**src/rtl/onehot_demux_if.sv**
```systemverilog
// Handshake bundle for onehot_demux: one upstream beat in, N one-hot lanes out.
// The master modport is the traffic side (source + sinks); the slave modport is the demux.
interface onehot_demux_if #(
  parameter int unsigned DW = 8,
  parameter int unsigned N  = 4
);
  logic          i_valid;
  logic          i_ready;
  logic [N-1:0]  i_sel;
  logic [DW-1:0] i_data;
  logic [N-1:0]  o_valid;
  logic [N-1:0]  o_ready;
  logic [DW-1:0] o_data;

  modport master (
    output i_valid, i_sel, i_data, o_ready,
    input  i_ready, o_valid, o_data
  );

  modport slave (
    input  i_valid, i_sel, i_data, o_ready,
    output i_ready, o_valid, o_data
  );
endinterface

```
**src/rtl/onehot_demux.sv**
```systemverilog
// Single-entry one-hot demultiplexer: registers one beat and presents it on the selected lane.
// Beats with a non-one-hot select are swallowed, flagged in err and counted in drop_cnt.
module onehot_demux #(
  parameter int unsigned DW = 8,
  parameter int unsigned N  = 4,
  parameter int unsigned CW = 8
) (
  input  logic          clk,
  input  logic          rst,
  onehot_demux_if.slave bus,
  output logic          err,
  input  logic          err_clr,
  output logic [CW-1:0] drop_cnt
);

  typedef enum logic {StEmpty, StFull} state_t;

  state_t        r_state;
  logic [DW-1:0] r_data;
  logic [N-1:0]  r_sel;
  logic          r_err;
  logic [CW-1:0] r_drop_cnt;

  logic w_pop;
  logic w_accept;
  logic w_sel_ok;
  logic w_cnt_max;

  assign bus.o_valid = (r_state == StFull) ? r_sel : '0;
  assign bus.o_data  = r_data;

  assign w_pop     = |(bus.o_valid & bus.o_ready);
  // rst gates i_ready combinationally so nothing is accepted while reset is held.
  assign bus.i_ready = ~rst & ((r_state == StEmpty) | w_pop);
  assign w_accept  = bus.i_valid & bus.i_ready;
  assign w_sel_ok  = $onehot(bus.i_sel);
  assign w_cnt_max = (r_drop_cnt == {CW{1'b1}});

  assign err      = r_err;
  assign drop_cnt = r_drop_cnt;

  always_ff @(posedge clk or posedge rst) begin
    if (rst) begin
      r_state <= StEmpty;
      r_data  <= '0;
      r_sel   <= '0;
    end else if (w_accept && w_sel_ok) begin
      r_state <= StFull;
      r_data  <= bus.i_data;
      r_sel   <= bus.i_sel;
    end else if (w_pop) begin
      r_state <= StEmpty;
    end
  end

  // err_clr wins over a same-cycle drop.
  always_ff @(posedge clk or posedge rst) begin
    if (rst) begin
      r_err      <= 1'b0;
      r_drop_cnt <= '0;
    end else if (err_clr) begin
      r_err      <= 1'b0;
      r_drop_cnt <= '0;
    end else if (w_accept && !w_sel_ok) begin
      r_err <= 1'b1;
      if (!w_cnt_max) begin
        r_drop_cnt <= r_drop_cnt + CW'(1);
      end
    end
  end

endmodule

```
**src/flat_wrapper.sv**
```systemverilog
// flat-port wrapper written by rule: the top's interface ports become plain ports
module onehot_demux_flat 
#(
  parameter int unsigned DW = 8,
  parameter int unsigned N  = 4,
  parameter int unsigned CW = 8
)
  (clk, rst, err, err_clr, drop_cnt, bus_i_valid, bus_i_sel, bus_i_data, bus_o_ready, bus_i_ready, bus_o_valid, bus_o_data);
  onehot_demux_if #(.DW(DW), .N(N)) bus_i ();
  input  logic clk;
  input  logic rst;
  output logic err;
  input  logic err_clr;
  output logic [CW-1:0] drop_cnt;
  input wire logic [$bits(bus_i.i_valid)-1:0] bus_i_valid;
  input wire logic [$bits(bus_i.i_sel)-1:0] bus_i_sel;
  input wire logic [$bits(bus_i.i_data)-1:0] bus_i_data;
  input wire logic [$bits(bus_i.o_ready)-1:0] bus_o_ready;
  output wire logic [$bits(bus_i.i_ready)-1:0] bus_i_ready;
  output wire logic [$bits(bus_i.o_valid)-1:0] bus_o_valid;
  output wire logic [$bits(bus_i.o_data)-1:0] bus_o_data;
  assign bus_i.i_valid = bus_i_valid;
  assign bus_i.i_sel = bus_i_sel;
  assign bus_i.i_data = bus_i_data;
  assign bus_i.o_ready = bus_o_ready;
  assign bus_i_ready = bus_i.i_ready;
  assign bus_o_valid = bus_i.o_valid;
  assign bus_o_data = bus_i.o_data;
  onehot_demux #(.DW(DW), .N(N), .CW(CW)) u_core (.clk(clk), .rst(rst), .bus(bus_i), .err(err), .err_clr(err_clr), .drop_cnt(drop_cnt));
endmodule
```
**config.mk**
```make
export PLATFORM = sky130hd
export DESIGN_NAME = onehot_demux_flat
export DESIGN_NICKNAME = d
export VERILOG_FILES = /design/src/rtl/onehot_demux_if.sv /design/src/rtl/onehot_demux.sv /design/src/flat_wrapper.sv
export SDC_FILE = /design/constraint.sdc
export NUM_CORES = 1
export LEC_CHECK = 0
export ABC_CLOCK_PERIOD_IN_PS = 4100
export BUFFER_PORTS_ARGS = -buffer_cell sky130_fd_sc_hd__buf_4
export CAP_MARGIN = 15
export CELL_PAD_IN_SITES_DETAIL_PLACEMENT = 1
export CELL_PAD_IN_SITES_GLOBAL_PLACEMENT = 2
export CORE_ASPECT_RATIO = 0.8
export CORE_UTILIZATION = 33
export DETAILED_ROUTE_END_ITERATION = 16
export GPL_ROUTABILITY_DRIVEN = 0
export HOLD_SLACK_MARGIN = 0.06
export PLACE_DENSITY_LB_ADDON = 0.3
export SYNTH_ARGS = -nofsm -noshare
export SYNTH_HDL_FRONTEND = slang
export SYNTH_SLANG_ARGS = --single-unit
```
**constraint.sdc**
```tcl
create_clock -name clk -period 4.1 [get_ports clk]
set_clock_uncertainty 0.1 [all_clocks]
set_input_delay 0.41 -clock clk [delete_from_list [all_inputs] [get_ports clk]]
set_output_delay 0.41 -clock clk [all_outputs]
set_load 0.005 [all_outputs]
```
* Word-level counts from Yosys, hierarchy flattened
Cells that the tools add are included.
Widths: inputs -> output; s select.
** Operators by class
- $add $sub $neg :: 4
- Equality and inequality tests :: 3
- Mux-type cells :: 8
- Reductions and logical operators :: 7
- Bitwise operators :: 6
** Operators with widths (count)
- $mux 8 :: 3
- $add 8x1->8 const B :: 1
- $eq 8x8->1 const B :: 1
- $add 1x1->2 :: 2
- $and 4x4->4 :: 1
- $mux 1 :: 4
- $mux 4 :: 1
- $reduce_bool 2->1 :: 2
- $reduce_or 4->1 :: 1
- $add 3x3->3 :: 1
- $eq 3x1->1 const B :: 1
- $and 1x1->1 :: 2
- $logic_and 1x1->1 :: 2
- $ne 2x2->1 const B :: 1
- $not 1->1 :: 2
- $reduce_and 2->1 :: 1
- $logic_not 1->1 :: 1
- $or 1x1->1 :: 1
** Storage, ports and cells
- Logic and storage cells :: 33
- Output and inout port bits :: 22
- Register bits :: 22

* Logic depth before layout (Yosys ltp)
- Word-level depth :: 9
- Gate-level depth with buffers :: 8

* Worst setup path before layout
Ideal clock, no wire load.
- Kind :: in2reg
- From :: input port bus_i_sel[2]
- To :: register u_core.r_drop_cnt[7], in the netlist u_core.drop_cnt[7]
- Setup time :: 125 ps
- Data required time :: 3875 ps
- Arrival time :: 2544 ps
- Setup slack :: 1331 ps
- Stages :: 8
- Cell sequence :: ha_1 ha_1 fa_1 or3b_2 o21ai_0 buf_2 nor4_2 mux2_4
** On the way
- Cells in the longest elaborated chain, start to end :: 7
** Ends and longest elaborated chain
- start, declared :: line flat_wrapper.sv:16 : input wire logic [$bits(bus_i.i_sel)-1:0] bus_i_sel;
- $add 1x1->2 (implied by the code) :: line onehot_demux.sv:36 : assign w_sel_ok = $onehot(bus.i_sel);
- $add 3x3->3 (implied by the code) :: line onehot_demux.sv:36
- $eq 3x1->1 :: line onehot_demux.sv:36
- $logic_not 1->1 :: line onehot_demux.sv:64 : end else if (w_accept && !w_sel_ok) begin
- $logic_and 1x1->1 :: line onehot_demux.sv:64
- $reduce_bool 2->1 (no source line)
- $reduce_and 2->1 (no source line)
- end signal, assigned :: line onehot_demux.sv:67 : r_drop_cnt <= r_drop_cnt + CW'(1);
- end, declared :: line onehot_demux.sv:22 : logic [CW-1:0] r_drop_cnt;
Every way passes these cells.
A chain may end at the register's enable or synchronous reset.

* Worst setup path in the final report
- From :: input port bus_i_sel[2]
- To :: register u_core.r_drop_cnt[5], in the netlist u_core.drop_cnt[5]
The elaborated chain is that of the path after synthesis.

==> run metrics <==
status=completed; Final Hold Vio Count=0; Clock Path Buffers=2; pin count of the biggest net entering global routing=23; Area contributors post-synth=dfrtp_1 (47%), mux2_4 (14%), ha_1 (4.3%); Post-Syn Nets=around 120; Post-Route WL=2.59 mm; Design Power=about 0.0007 W; ys async rst share=100%; ant diodes=0; Fin Hold WS=between 0.2 and 0.25 ns; Synth Flop Type=dfrtp_1; Slowest cell on crit path=or3b_2; Clock Sinks=22; Final setup viols=0; WL/cell=14.7 um; CP cell instances=buf_4 > ha_1 > ha_1 > fa_1 > or3b_2 > o21ai_0 > clkbuf_4 > nor4_2 > mux2_4; CTS tree=built; drt drc=0; Distinct cells, synth=31; Post-synth EDFFs=0; Starting Density=a little over a third; Startpoint Class=primary input; max cap viols=0; Syn-to-layout area delta=32.4%; via/cell ratio=between 5 and 6; post-CTS sizing=0; die width=~69 um; most common cell after layout, fill and taps aside=buf_4; Power Density=around 460 nW/um^2; DRT Pass-1 Iters=4; CP Capture Type=register; Die Height=55.4 um; Clock transition at path regs=around 0.080 ns; CP Class=primary input to register; Site Rows=18; share of cells above drive strength 1=between 40% and 50%; Yosys top cell by area=dfrtp_1; post-layout min period=between 2 and 3 ns; Setup TNS=0 ns; GRT Total Usage=14.5%; vias in the first global route=just under 900; leakage=0.722 nW; Yosys reg bits=22; Tightest Pin Transition=about 0.8 ns; Synth Area per Inst=12.5 sq um; post-synth top area share=46.9%; post-synthesis sequential area ratio=between 40% and 50%; clock root buffer=clkbuf_8; Detailed Place HPWL=about 1.9 mm; Hold Buf Count CTS=0; RSZ-0062 raised after global routing=false; number of nets in the layout=162; num ports=42; fill count=371; cell mode on critical path=ha_1; clk_lat worst skew=between 0.2 and 0.3 ns; synth warn=0; maximum fanout along the worst path=11; WP data arrival=roughly 2.9 ns; fin crit share=around 69%; maximum VDD drop=344 uV; core footprint=~3200 sq um; worst rel slew slack=between 40% and 50%; DRT antenna net count=0; Die ar.=3800 sq um; CTS H-Tree Depth=1; most frequent cells in the layout=buf_4 (41), dfrtp_1 (22), mux2_4 (11), a21oi_1 (7); final core occ=between 40% and 50%; cts bufs inserted=3; Critical Path RT=slightly above 4 ns; GRT overflow=0; Place WS=around 0.9 ns; fin. max-slew vios=0; IO buf count=41; Worst Hold Class=primary input to asynchronous set/reset pin; mapped cell area=approximately 1200 sq um; Syn Inst Count=94; routed via count=903; Max Fclk=354 MHz; antenna violations before repair=0; CP peak stage delay=between 0.5 and 0.6 ns; DR iter-0 viols=13; post-CTS setup buffers=0; post-route setup slack=around 1.3 ns; first-pass GRT wire length=4.17 mm
==> metal layers <==
layer  up-vias  part of all wire (%)  GRT usage (%)
met5         -                     0              0
met4         0                  0.35           1.75
met3         2                   4.9           3.72
met2        23                    46           22.7
met1       445                    48           20.6
li1        433                     -              -
==> synthesized netlist by cell type, drive strengths merged (2+ instances only) <==
| cell type | number |
|---|---|
| nand2 | 3 |
| and2 | 4 |
| a31oi | 2 |
| nor2b | 2 |
| buf | 3 |
| ha | 4 |
| dfrtp | 22 |
| o21ai | 3 |
| a31o | 2 |
| nor4 | 2 |
| a21oi | 7 |
| nor2 | 4 |
| or4 | 4 |
| o31ai | 4 |
| nand3 | 3 |
| inv | 2 |
| mux2 | 14 |
==> power breakdown <==
| part | leakage [nW] | internal, W | total [W] | switching, W |
|---|---|---|---|---|
| registers | 0.282 | 0.000281 | 0.000324 | 0.0000431 |
| clock network | 0.0288 | 0.0000855 | 0.000152 | 0.0000669 |
| logic | 0.411 | 0.000158 | 0.000240 | 0.0000820 |
==> state kept, by name, summed over array words and instances (netlist names) <==
name,flops
u_core.drop_cnt,8
u_core.r_state,1
u_core.err,1
u_core.bus.o_data,8
u_core.r_sel,4
==> per-stage QoR <==
step | area, sq um | std cells
finish | 1560 | 176
global route | 1560 | 176
CTS | 1550 | 175
detailed placement | 1490 | 171
global placement | 1490 | 171
floorplan | 1170 | 94
==> cell type report <==
class	instances	area [sq um]	area share, %
timing repair buffer	42	315	20.3
tap	40	50.0	3.22
clock buffer	4	55.1	3.54
inverter	2	7.51	0.483
sequential	22	551	35.4
multi-input combinational	66	577	37.1
==> kinds of logic (layout without fill, tap and decap cells) <==
family                   Yosys count  after routing  share of synthesized area (%)
buffers and inverters              6             48                           4.05
flip-flops                        22             22                           46.9
adder cells (fa/ha/maj)            5              5                           5.96
multiplexers                      14             14                           16.9
AND/OR/NAND/NOR                   27             27                           15.2
AO/OA/AOI/OAI                     20             20                           11.0
==> worst paths after layout <==
check                                           from                   end  slack [ns]  cells past startpoint
min in group clk                       bus_i_data[4]  u_core.bus.o_data[4]        0.28                      2
worst min register to register  u_core.bus.o_data[3]  u_core.bus.o_data[3]        0.42                      1
worst min-delay path                             rst    u_core.drop_cnt[5]        0.22                      2
worst max-delay path                    bus_i_sel[2]    u_core.drop_cnt[5]        1.28                      9
max in group asynchronous                        rst    u_core.drop_cnt[2]        3.18                      2
worst max register to register       u_core.r_sel[0]  u_core.bus.o_data[0]        1.99                      4
==> worst max-delay path: cells and delay by family <==
family,cells,cell delay (ns)
and+or+nand+nor,2,0.61
adders and majority gates,3,0.91
buffers and inverters,2,0.41
muxes,1,0.30
AOI/OAI and AO/OA,1,0.21
(Power assumes the default switching activity.)
